File: src/rtl/huge_page_tx_wr.sv
// Drains BRAM frames into host huge pages as MWr64 TLPs on the TRN TX interface.
// Optional idle-timeout early page close is enabled by defining HUGE_PAGE_TIMEOUT_EN.
module huge_page_tx_wr #(
  parameter int  HP_BYTES       = 2097152,
  parameter int  SLOT_BYTES     = 128,
  parameter int  TIMEOUT_CYCLES = 1024,
  localparam int MAX_QW         = SLOT_BYTES / 8,
  localparam int OFF_W          = $clog2(HP_BYTES) + 1,
  localparam int LEN_W          = $clog2(MAX_QW + 1)
) (
  input  logic             trn_clk,
  input  logic             reset_n,
  output logic [63:0]      trn_td,
  output logic [7:0]       trn_trem_n,
  output logic             trn_tsof_n,
  output logic             trn_teof_n,
  output logic             trn_tsrc_rdy_n,
  output logic             trn_tsrc_dsc_n,
  input  logic             trn_tdst_rdy_n,
  input  logic [3:0]       trn_tbuf_av,
  input  logic [15:0]      cfg_completer_id,
  input  logic [63:0]      huge_page_addr_1,
  input  logic [63:0]      huge_page_addr_2,
  input  logic             huge_page_to_hw_1,
  input  logic             huge_page_to_hw_2,
  output logic             huge_page_to_host_1,
  output logic             huge_page_to_host_2,
  input  logic             frame_rdy,
  input  logic [4:0]       frame_len_qw,
  output logic             frame_done,
  output logic [8:0]       rd_addr,
  input  logic [63:0]      rd_data,
  output logic [OFF_W-1:0] page_fill_bytes
);

  typedef enum logic [2:0] {IDLE, WAIT_PAGE, HDR0, HDR1, DATA, ADV, CLOSE} state_t;

  state_t           state_q, state_d;
  logic             page_q, page_d;
  logic [OFF_W-1:0] offset_q, offset_d, fill_q, fill_d;
  logic [8:0]       base_q, base_d, idx_q, idx_d;
  logic [LEN_W-1:0] len_q, len_d, beat_q, beat_d, len_eff;
  logic             done_q, done_d, host1_q, host1_d, host2_q, host2_d;
  logic             page_owned, out_vld, accept, last_beat;
  logic [63:0]      host_addr;
  logic [9:0]       len_dw;
  logic [4:0]       unused_bits;

  function automatic logic [31:0] bswap32(input logic [31:0] w);
    return {w[7:0], w[15:8], w[23:16], w[31:24]};
  endfunction

  assign page_owned  = page_q ? huge_page_to_hw_2 : huge_page_to_hw_1;
  assign host_addr   = (page_q ? huge_page_addr_2 : huge_page_addr_1) + 64'(offset_q);
  assign out_vld     = (state_q == HDR0) || (state_q == HDR1) || (state_q == DATA);
  assign accept      = out_vld && !trn_tdst_rdy_n;
  assign last_beat   = (beat_q == len_q - LEN_W'(1));
  assign len_dw      = 10'({len_q, 1'b0});
  assign len_eff     = (frame_len_qw == 5'd0 || 32'(frame_len_qw) > MAX_QW) ?
                       LEN_W'(MAX_QW) : LEN_W'(frame_len_qw);
  assign unused_bits = {trn_tbuf_av[3:2], trn_tbuf_av[0], host_addr[1:0]};

  assign trn_trem_n          = 8'h00;
  assign trn_tsrc_dsc_n      = 1'b1;
  assign trn_tsrc_rdy_n      = !out_vld;
  assign frame_done          = done_q;
  assign huge_page_to_host_1 = host1_q;
  assign huge_page_to_host_2 = host2_q;
  assign page_fill_bytes     = fill_q;
  // rd_addr presents the next index, so rd_data always holds the word at idx_q
  // and a stalled beat simply keeps re-reading the same address.
  assign rd_addr             = idx_d;

`ifdef HUGE_PAGE_TIMEOUT_EN
  localparam int TO_W = $clog2(TIMEOUT_CYCLES + 1);
  logic [TO_W-1:0] idle_cnt_q, idle_cnt_d;
`endif

  always_comb begin
    trn_td     = '0;
    trn_tsof_n = 1'b1;
    trn_teof_n = 1'b1;
    case (state_q)
      HDR0: begin
        trn_tsof_n = 1'b0;
        trn_td     = {1'b0, 2'b11, 5'b00000, 8'h00, 6'h00, len_dw,
                      cfg_completer_id, 8'h00, 4'hF, 4'hF};
      end
      HDR1: trn_td = {host_addr[63:32], host_addr[31:2], 2'b00};
      DATA: begin
        trn_td     = {bswap32(rd_data[31:0]), bswap32(rd_data[63:32])};
        trn_teof_n = !last_beat;
      end
      default: ;
    endcase
  end

  always_comb begin
    state_d  = state_q;
    page_d   = page_q;
    offset_d = offset_q;
    fill_d   = fill_q;
    base_d   = base_q;
    idx_d    = base_q;
    len_d    = len_q;
    beat_d   = beat_q;
    done_d   = 1'b0;
    host1_d  = 1'b0;
    host2_d  = 1'b0;
`ifdef HUGE_PAGE_TIMEOUT_EN
    idle_cnt_d = '0;
`endif
    case (state_q)
      IDLE: begin
        if (frame_rdy) state_d = WAIT_PAGE;
`ifdef HUGE_PAGE_TIMEOUT_EN
        else if (offset_q != '0) begin
          if (idle_cnt_q == TO_W'(TIMEOUT_CYCLES - 1)) state_d = CLOSE;
          else idle_cnt_d = idle_cnt_q + TO_W'(1);
        end
`endif
      end
      WAIT_PAGE: begin
        if (page_owned && trn_tbuf_av[1]) begin
          len_d   = len_eff;
          state_d = HDR0;
        end
      end
      HDR0: if (accept) state_d = HDR1;
      HDR1: begin
        if (accept) begin
          beat_d  = '0;
          state_d = DATA;
        end
      end
      DATA: begin
        idx_d = idx_q;
        if (accept) begin
          idx_d  = idx_q + 9'd1;
          beat_d = beat_q + LEN_W'(1);
          if (last_beat) begin
            done_d  = 1'b1;
            state_d = ADV;
          end
        end
      end
      ADV: begin
        offset_d = offset_q + OFF_W'(SLOT_BYTES);
        base_d   = base_q + 9'(len_q);
        idx_d    = base_d;
        state_d  = (offset_d == OFF_W'(HP_BYTES)) ? CLOSE : IDLE;
      end
      CLOSE: begin
        fill_d   = offset_q;
        host1_d  = !page_q;
        host2_d  = page_q;
        offset_d = '0;
        page_d   = !page_q;
        state_d  = IDLE;
      end
      default: state_d = IDLE;
    endcase
  end

  always_ff @(posedge trn_clk or negedge reset_n) begin
    if (!reset_n) begin
      state_q  <= IDLE;
      page_q   <= 1'b0;
      offset_q <= '0;
      fill_q   <= '0;
      base_q   <= '0;
      idx_q    <= '0;
      len_q    <= '0;
      beat_q   <= '0;
      done_q   <= 1'b0;
      host1_q  <= 1'b0;
      host2_q  <= 1'b0;
    end else begin
      state_q  <= state_d;
      page_q   <= page_d;
      offset_q <= offset_d;
      fill_q   <= fill_d;
      base_q   <= base_d;
      idx_q    <= idx_d;
      len_q    <= len_d;
      beat_q   <= beat_d;
      done_q   <= done_d;
      host1_q  <= host1_d;
      host2_q  <= host2_d;
    end
  end

`ifdef HUGE_PAGE_TIMEOUT_EN
  always_ff @(posedge trn_clk or negedge reset_n) begin
    if (!reset_n) idle_cnt_q <= '0;
    else          idle_cnt_q <= idle_cnt_d;
  end
`endif

endmodule
File: config.mk
export PLATFORM = sky130hd
export DESIGN_NAME = huge_page_tx_wr
export DESIGN_NICKNAME = d
export VERILOG_FILES = /design/src/rtl/huge_page_tx_wr.sv
export SDC_FILE = /design/constraint.sdc
export NUM_CORES = 1
export LEC_CHECK = 0
export ABC_AREA = 0
export ABC_CLOCK_PERIOD_IN_PS = 9800
export CAP_MARGIN = 15
export CORE_UTILIZATION = 30
export DETAILED_ROUTE_END_ITERATION = 6
export PLACE_DENSITY_LB_ADDON = 0.25
export SLEW_MARGIN = 5
export SYNTH_ARGS = -nofsm -noshare
export SYNTH_HDL_FRONTEND = slang
export SYNTH_SLANG_ARGS = --single-unit
File: constraint.sdc
create_clock -name trn_clk -period 9.8 [get_ports trn_clk]
set_input_delay 1.96 -clock trn_clk [delete_from_list [all_inputs] [get_ports trn_clk]]
set_output_delay 1.96 -clock trn_clk [all_outputs]
set_load 0.05 [all_outputs]
### Yosys cells after proc, flatten, opt, wreduce, memory -nomap -nowiden

Cells that the tools add are included.

* add/subtract/negate cells: 6
* multiply operators: 0
* div/mod/pow operators: 0
* order comparisons: 1
* equal/unequal tests: 14
* shift operators: 0
* mux-type cells: 25
* bitwise logic cells: 0
* reduce and logical (&&, ||, !) cells: 16

Operators with widths (count)
* one-hot mux 64 bit (3 select lines): 1
* adder 64 x 22 -> 64 bit: 1
* two-way mux 64 bit: 1
* one-hot mux 22 bit (2 select lines): 1
* adder 22 x 8 -> 22 bit, second input constant: 1
* == test 22 bit, second input constant: 1
* two-way mux 3 bit: 7
* one-hot mux 3 bit (6 select lines): 1
* one-hot mux 9 bit (2 select lines): 1
* two-way mux 5 bit: 3
* != test 2 bit, second input constant: 6
* one-hot mux 5 bit (2 select lines): 1
* adder 9 x 1 -> 9 bit, second input constant: 1
* adder 9 x 5 -> 9 bit: 1
* == test 3 bit, second input constant: 3
* two-way mux 9 bit: 1
* two-way mux 1 bit: 8
* == test 3 x 2 -> 1 bit, second input constant: 2
* AND reduction 6 bit: 1
* adder 5 x 1 -> 5 bit, second input constant: 1
* == test 5 bit: 1
* > comparator 5 bit, second input constant: 1
* zero test 5 bit: 1
* subtractor 5 x 1 -> 5 bit, second input constant: 1
* 8 further kinds: 15

* register bits after elaboration: 79
* bits in latches: 0
* RAM bits: 0
* ROM bits: 0
* bits of input ports: 223
* output and inout port bits: 110
* word-level logic and storage cells: 73
* memories kept: 0

### Logic depth before layout (Yosys ltp)

Gate-level depths: netlist of the first run.

* depth in word-level cells: 6
* gate-level depth with buffers: 17
* depth with buffers taken out: 8

### Worst setup path after synthesis of the first run

OpenSTA, ideal clock, no wires.

* path kind: register to output
* start point: reg page_q
* end point: out trn_td[44]
* arrival: 5979 ps
* required time: 7840 ps
* path slack: 1861 ps
* stages on the path, launching flop included: 16
* buffers on the path: 7
* path through: dfrtp_1 > clkbuf_1 > clkbuf_1 > buf_2 > buf_2 > clkbuf_1 > buf_2 > buf_2 > mux2_2 > ha_1 > a21o_1 > a22o_1 > a32oi_1 > a2111oi_0 > xnor2_1 > o311ai_0

* cells in the longest elaborated chain, start to end: 3

RTL lines
* start: declaration: RTL line 39 `logic page_q, page_d;`
* start signal: assignment: RTL line 180 `page_q <= page_d;`
* two-way mux 64 bit: RTL line 54 `assign host_addr = (page_q ? huge_page_addr_2 : huge_page_addr_1) + 64'(offset_q);`
* adder 64 x 22 -> 64 bit: RTL line 54
* one-hot mux 64 bit (3 select lines): RTL line 83 `case (state_q)`
* end: declaration: RTL line 13 `output logic [63:0] trn_td,`

Every way passes these cells.

### Final worst setup path of the first run

* start point: in huge_page_addr_1[20]
* end point: out trn_td[27]

* cells in the longest elaborated chain, start to end: 3

RTL lines
* start: declaration: RTL line 22 `input logic [63:0] huge_page_addr_1,`
* two-way mux 64 bit: RTL line 54
* adder 64 x 22 -> 64 bit: RTL line 54
* one-hot mux 64 bit (3 select lines): RTL line 83

Every way passes these cells.

==> results of run 1 <==
## flip-flops by register name (all words and copies together), names as in the netlist
signal,flops
beat_q,5
page_q,1
offset_q,15
len_q,5
base_q,9
frame_done,1
state_q,3
idx_q,9
huge_page_to_host_2,1
huge_page_to_host_1,1
page_fill_bytes,15
## final timing paths
path,start,to,slack [ns],cells past startpoint
max in group asynchronous,reset_n,page_q,7.40,2
setup / recovery,huge_page_addr_1[20],trn_td[27],1.51,10
hold reg to reg,page_fill_bytes[9],page_fill_bytes[9],0.50,1
setup reg to reg,offset_q[8],state_q[1],7.25,7
hold / removal,page_fill_bytes[9],page_fill_bytes[9],0.50,1
min in group asynchronous,reset_n,page_q,1.79,2
## Yosys cell counts (8+ instances only)
master | count | area (um2)
dfrtp_1 | 65 | 1627
a22oi_1 | 28 | 210.2
a21o_1 | 19 | 142.6
mux2i_1 | 38 | 380.4
a31oi_1 | 8 | 50.05
buf_2 | 9 | 45.04
buf_4 | 17 | 127.6
o21ai_0 | 73 | 365.4
nand2_1 | 99 | 371.6
o2111ai_1 | 8 | 70.07
mux2_2 | 42 | 473.0
nand3_1 | 40 | 200.2
nor2_1 | 33 | 123.9
nand3b_1 | 21 | 157.7
and3_1 | 17 | 106.4
inv_1 | 16 | 60.06
xor2_1 | 18 | 157.7
xnor2_1 | 40 | 350.3
a21oi_1 | 42 | 210.2
clkbuf_1 | 49 | 183.9
nand4_1 | 16 | 100.1
and2_1 | 11 | 68.82
nor3_1 | 8 | 40.04
a221oi_1 | 8 | 70.07
nor2b_1 | 9 | 56.30
a211oi_1 | 10 | 75.07
o31ai_1 | 18 | 135.1
ha_1 | 25 | 312.8
## through the flow
step	area, um2	util [%]	total power [mW]	setup slack [ns]
final	10900	46.03	2.481	1.511
after global routing	10900	46.02	2.626	1.438
after CTS	10890	46.00	2.493	1.619
after detailed placement	10580	44.69	2.148	1.663
after global placement	10580	44.69	2.132	1.649
after floorplan	7352	-	1.571	1.861
## worst register-to-register path, cell delays in order, from the launching register on
cell       delay (ns)
dfrtp_1          0.48
ha_1             0.29
and3_1           0.32
and3_1           0.26
nand4_1          0.10
a2111oi_0        0.53
o2111ai_1        0.35
nand2_1          0.14
## routing by layer
metal	global-route usage, %	part of all wire [%]
met1	28.59	42
met2	40.78	49
met3	3.915	7.3
met4	6.777	1.9
met5	0	0
## cell families after synthesis
logic type / synth area share [%]
DFF: 22.28
other: 0.1029
buffers and inverters: 5.914
xor gates and xnor gates: 6.959
and+or+nand+nor: 21.51
adders and majority gates: 4.559
muxes: 11.69
AOI/OAI and AO/OA: 26.98
## report_power, final
| group | internal, mW | total, mW | switching, mW |
|---|---|---|---|
| clock network | 0.217 | 0.334 | 0.116 |
| logic | 0.641 | 1.71 | 1.07 |
| registers | 0.325 | 0.436 | 0.111 |
## area by class of cell
class	count	area, um2
Timing Repair Buffer	322	3186
Multi-Input combinational cell	767	5309
Tap cell	319	399.1
Fill cell	2383	12780
Clock buffer	14	274.0
Antenna cell	3	7.507
Clock inverter	2	35.03
Sequential cell	65	1630
Inverter	16	60.06
==> summary.md, run 1 <==
| Metric | Value |
|---|---|
| Status | `completed` |
| Number of warnings reported in the yosys synthesis log | `0` |
| Crit-path most repeated cell | `clkdlybuf4s50_1` |
| Total instance count after detailed placement | `1489` |
| Sum of negative setup slack | `0 ns` |
| Transition time at the pin with the least slew margin | `0.9999 ns` |
| Nets@finish | `1430` |
| Peak VDD IR | `0.0001190 V` |
| Number of levels in the clock H-tree | `3` |
| CP Buf/Inv Count | `2` |
| Setup-violating endpoint count in the final report | `0` |
| Seq cells post-synth | `65` |
| Antenna violations before repair | `3` |
| Clock Sink Count | `65` |
| TritonCTS clock tree | `yes` |
| Count of buffers added by post-CTS timing repair for setup | `0` |
| CTS root buf | `clkbuf_16` |
| Worst skew pair latency | `0.34 ns` |
| Final Non-Filler Cells | `1508` |
| Type of element launching the critical path | `primary input` |
| Count of unique library cells instantiated by Yosys | `69` |
| Area of the core | `23680 um2` |
| Highest achievable clock rate | `120.6 MHz` |
| Maximum number of pins on one net before global-route repair | `92` |
| Max-slew headroom | `31.61%` |
| Synthesized area divided by synthesized cell count | `7.995 um2` |
| Number of gates resized after cts | `0` |
| Worst setup skew after layout | `0.007948 ns` |
| Chip Width | `158.0 um` |
| Data arrival time of the critical path | `6.33 ns` |
| Pre-antenna DRT Iters | `5` |
| Final cycle utilization of the critical path | `84.59%` |
| Hold Vio Cnt, Final | `0` |
| All-Layer GR Usage | `23.10%` |
| Num rows | `56` |
| Sequential area share after synthesis | `22.28%` |
| Buffers on Ports | `309` |
| Primary FF master, synth | `dfrtp_1` |
| Worst setup path class | `primary input to primary output` |
| RSZ-0062 raised after global routing | `no` |
| Most common cell after layout, fill and taps aside | `clkdlybuf4s50_1` |
| Number of clock buffers inserted by TritonCTS | `9` |
| Share of post-route cells with drive strength above 1 | `7.167%` |
| Area Overhead vs Synth | `49.33%` |
| Vias/cell | `5.469` |
| Leading cell types in the layout, fill and taps excluded | `clkdlybuf4s50_1, nand2_1, o21ai_0` |
| Final Hold Slack | `0.5010 ns` |
| Critical path cell sequence | `clkdlybuf4s50_1, mux2_2, ha_1, a21oi_1, o21ai_0, or3_1, o211a_1, a2111oi_0, a221o_1, clkdlybuf4s50_1` |
| Hold/Removal Path Class | `register to register` |
| Final antenna-violating net count | `0` |
| Post-CTS Hold Fix Bufs | `0` |
| CTS Buffer Depth | `2` |
| Max_cap viols | `0` |
| Io pins | `333` |
| Crit. End Element | `primary output` |
| Via count of the first global-routing pass | `7838` |
| DIE AREA | `24960 um2` |
| DRC viols | `0` |
| Die Height | `158.0 um` |
| Static leakage power | `4.397 nW` |
| Count of flip-flops with a built-in enable after synthesis | `0` |
| Crit path time final | `8.289 ns` |
| Routability cong. | `0.9152` |
| Worst path top cell family by delay | `compound AO/OA/AOI/OAI gates` |
| Post-synth design cell area | `7300 um2` |
| Max-slew violation count | `0` |
| Synth async-reset ratio | `100.0%` |
| Power density cells | `227.6 nW/um2` |
| CP max-delay cell | `a2111oi_0` |
| Wire length of the first global-routing pass | `43790 um` |
| Starting DRC count in detailed routing | `592` |
| Final WL | `29910 um` |
| Post-CTS clock slew at the launch and capture registers of the worst setup and hold paths | `0.05 ns` |
| Initial Util | `30.82%` |
| Critical path peak fanout | `13` |
| Overflow left after global routing | `0` |
| Delay contributed by the slowest stage of the critical path | `0.88 ns` |
| Critical path data required time | `7.84 ns` |
| Mean routed wirelength per cell | `19.83 um` |
| Post-Syn Instances | `913` |
| DP Wirelength | `23100 um` |
| Via count | `8247` |
Note: power is estimated with default switching activity, not from simulation.
==> run 2, diff against run 1 <==
--- a/config.mk
+++ b/config.mk
@@ -6,7 +6,7 @@
 export NUM_CORES = 1
 export LEC_CHECK = 0
 export ABC_AREA = 0
-export ABC_CLOCK_PERIOD_IN_PS = 9800
+export ABC_CLOCK_PERIOD_IN_PS = 6700
 export CAP_MARGIN = 15
 export CORE_UTILIZATION = 30
 export DETAILED_ROUTE_END_ITERATION = 6
==> constraint.sdc (replaced) <==
create_clock -name trn_clk -period 6.7 [get_ports trn_clk]
set_input_delay 1.34 -clock trn_clk [delete_from_list [all_inputs] [get_ports trn_clk]]
set_output_delay 1.34 -clock trn_clk [all_outputs]
set_load 0.05 [all_outputs]
==> run 2 against run 1 <==
Cell count increased by 0.40%. Sequential cell count did not move. Clock power rose by 33%. Sequential share of layout area shrank 0.17 points. Routed wire length down 0.84%. Global-route usage fell by 0.079 points. Die area unchanged. Worst hold slack lost 0.026 ns. Register-to-register slack got worse by 3.8 ns. Setup slack worse by 1.0 ns. Critical endpoint is now trn_td[26].
==> summary.md, run 2 (synthesized netlist as in run 1, its figures left out) <==
| Metric | Value |
|---|---|
| Overflow left after global routing | `0 (unchanged)` |
| Routability cong. | `0.9230 (+0.85%)` |
| Most common cell after layout, fill and taps aside | `clkdlybuf4s50_1` |
| Delay contributed by the slowest stage of the critical path | `0.82 ns (-0.06 ns)` |
| Critical path data required time | `5.36 ns (-2.48 ns)` |
| Nets@finish | `1437 (+0.49%)` |
| Post-CTS Hold Fix Bufs | `0 (unchanged)` |
| Starting DRC count in detailed routing | `502 (-15%)` |
| Switch share | `52.83% (+0.55 points)` |
| Worst path top cell family by delay | `compound AO/OA/AOI/OAI gates` |
| Num rows | `56 (unchanged)` |
| Mean routed wirelength per cell | `19.59 um (-1.2%)` |
| Number of gates resized after cts | `0 (unchanged)` |
| Instance area after placement | `10750 um2 (+1.5%)` |
| Count of buffers added by post-CTS timing repair for setup | `0 (unchanged)` |
| R2R cell count | `8 (+1)` |
| Via count | `8289 (+0.51%)` |
| Leading cell types in the layout, fill and taps excluded | `clkdlybuf4s50_1, nand2_1, o21ai_0` |
| Crit-path most repeated cell | `clkdlybuf4s50_1` |
| TritonCTS clock tree | `yes` |
| Number of clock buffers inserted by TritonCTS | `9 (unchanged)` |
| Comb pwr share | `70.9% (+1.9 points)` |
| Sequential Power Share | `16.9% (-0.7 points)` |
| Final cycle utilization of the critical path | `93.07%` |
| DP Wirelength | `22900 um (-0.88%)` |
| Peak VDD IR | `0.0003423 V (+190%)` |
| CP max-delay cell | `clkdlybuf4s50_1` |
| Final antenna-violating net count | `0 (unchanged)` |
| Share of post-route cells with drive strength above 1 | `11.32% (+4.1 points)` |
| Io pins | `333 (unchanged)` |
| Final instance area | `11030 um2 (+1.1%)` |
| Startpoint of the worst-slack reg-to-reg timing path | `page_q` |
| Hold/Removal Path Class | `register to register` |
| Power density cells | `330.7 nW/um2 (+45%)` |
| RSZ-0062 raised after global routing | `no` |
| Critical path peak fanout | `15 (+2)` |
| Transition time at the pin with the least slew margin | `0.9849 ns (-0.01501 ns)` |
| Setup-violating endpoint count in the final report | `0 (unchanged)` |
| Clock share of power | `12.2% (-1.3 points)` |
| Worst setup skew after layout | `0.004711 ns (-0.003237 ns)` |
| Final Power | `3.647 mW (+47%)` |
| Sum of negative setup slack | `0 ns (unchanged)` |
| Layout filler cell count | `2357 (-1.1%)` |
| CTS Buffer Depth | `2 (unchanged)` |
| Vias/cell | `5.475 (+0.11%)` |
| Area of the core | `23680 um2 (unchanged)` |
| Worst hold path cell count | `2 (+1)` |
| Die Height | `158.0 um (unchanged)` |
| Wire length of the first global-routing pass | `43790 um (about the same)` |
| Clock Sink Count | `65 (unchanged)` |
| Hold Vio Cnt, Final | `0 (unchanged)` |
| Post-Place Setup Slack | `0.4790 ns (-1.184 ns)` |
| Area Overhead vs Synth | `51.05%` |
| Final Non-Filler Cells | `1514 (+0.40%)` |
| All-Layer GR Usage | `23.02% (-0.079 points)` |
| Initial Util | `30.82% (unchanged)` |
| Number of levels in the clock H-tree | `3 (unchanged)` |
| Net switching power figure | `1.926 mW (+49%)` |
| Worst min-delay path startpoint | `page_fill_bytes[16]` |
| Max-slew headroom | `34.27% (+2.7 points)` |
| Post-CTS clock slew at the launch and capture registers of the worst setup and hold paths | `0.06 ns (about the same)` |
| Final WL | `29660 um (-0.84%)` |
| Type of element launching the critical path | `primary input` |
| Static leakage power | `4.522 nW (+2.9%)` |
| Depth of the critical timing path with buffers and inverters included | `10 (unchanged)` |
| Max-slew violation count | `0 (unchanged)` |
| CTS root buf | `clkbuf_16` |
| DRC viols | `0 (unchanged)` |
| Highest achievable clock rate | `160.4 MHz` |
| Critical path cell sequence | `clkdlybuf4s50_1, mux2_2, ha_1, a21o_1, a22o_1, a32o_1, o211ai_1, xnor2_1, o21ai_0, clkdlybuf4s50_1` |
| Chip Width | `158.0 um (unchanged)` |
| CP Buf/Inv Count | `2 (unchanged)` |
| Fraction of the core area covered by cells at the end of the flow | `46.56% (+0.53 points)` |
| DIE AREA | `24960 um2 (unchanged)` |
| Internal power summed over all cells | `1.720 mW (+45%)` |
| Crit path time final | `6.236 ns` |
| Final setup slack of the worst path | `0.4643 ns (-1.046 ns)` |
| Status | `completed` |
| Final Hold Slack | `0.4754 ns (-0.02566 ns)` |
| Buffers on Ports | `309 (unchanged)` |
| Worst setup path class | `primary input to primary output` |
| Data arrival time of the critical path | `4.90 ns (-1.43 ns)` |
| Crit. End Element | `primary output` |
| Max_cap viols | `0 (unchanged)` |
| Total instance count after detailed placement | `1496 (+0.47%)` |
| Via count of the first global-routing pass | `7792 (-0.59%)` |
| Pre-antenna DRT Iters | `5 (unchanged)` |
| Maximum number of pins on one net before global-route repair | `66 (-28%)` |
| Antenna violations before repair | `1 (-2)` |
| Worst skew pair latency | `0.34 ns (about the same)` |
| Crit path launch | `huge_page_addr_2[8]` |
==> run 2: worst paths after layout <==
path                            slack (ns)                   to
worst max-delay path                  0.46           trn_td[26]
worst min-delay path                  0.48  page_fill_bytes[16]
worst max register to register        3.47             len_q[3]
worst min register to register        0.48  page_fill_bytes[16]
max in group asynchronous             4.87               page_q
min in group asynchronous             1.18         offset_q[14]
==> run 2: power groups by stage <==
stage                     sequential, mW  combinational (mW)  clock, mW
final                              0.615                2.59      0.445
after global routing               0.630                2.76      0.471
after CTS                          0.614                2.60      0.456
after detailed placement           0.622                2.59          0
after global placement             0.618                2.58          0
after floorplan                    0.570                1.74          0
==> run 2: area by class of cell <==
| class | count | area [um2] | area share, % |
|---|---|---|---|
| Clock inverter | 6 | 45.04 | 0.4085 |
| Sequential cell | 65 | 1630 | 14.79 |
| Tap cell | 319 | 399.1 | 3.620 |
| Multi-Input combinational cell | 767 | 5336 | 48.40 |
| Inverter | 16 | 60.06 | 0.5447 |
| Antenna cell | 2 | 5.005 | 0.04539 |
| Timing Repair Buffer | 329 | 3321 | 30.12 |
| Clock buffer | 10 | 229.0 | 2.077 |
==> run 2: per-layer routing <==
metal / GRT usage [%] / wire, um / vias to the layer above
met1: 29.61 / 12900 / 3919
met5: 0 / 0 / -
met3: 3.641 / 2115 / 47
met4: 8.379 / 846 / 0
met2: 38.70 / 13800 / 325
li1: - / - / 3998
==> run 2: worst min-delay path: stages (launching register included) <==
cell	delay (ns)
dfrtp_1	0.34
nand2_1	0.04
o21ai_0	0.06
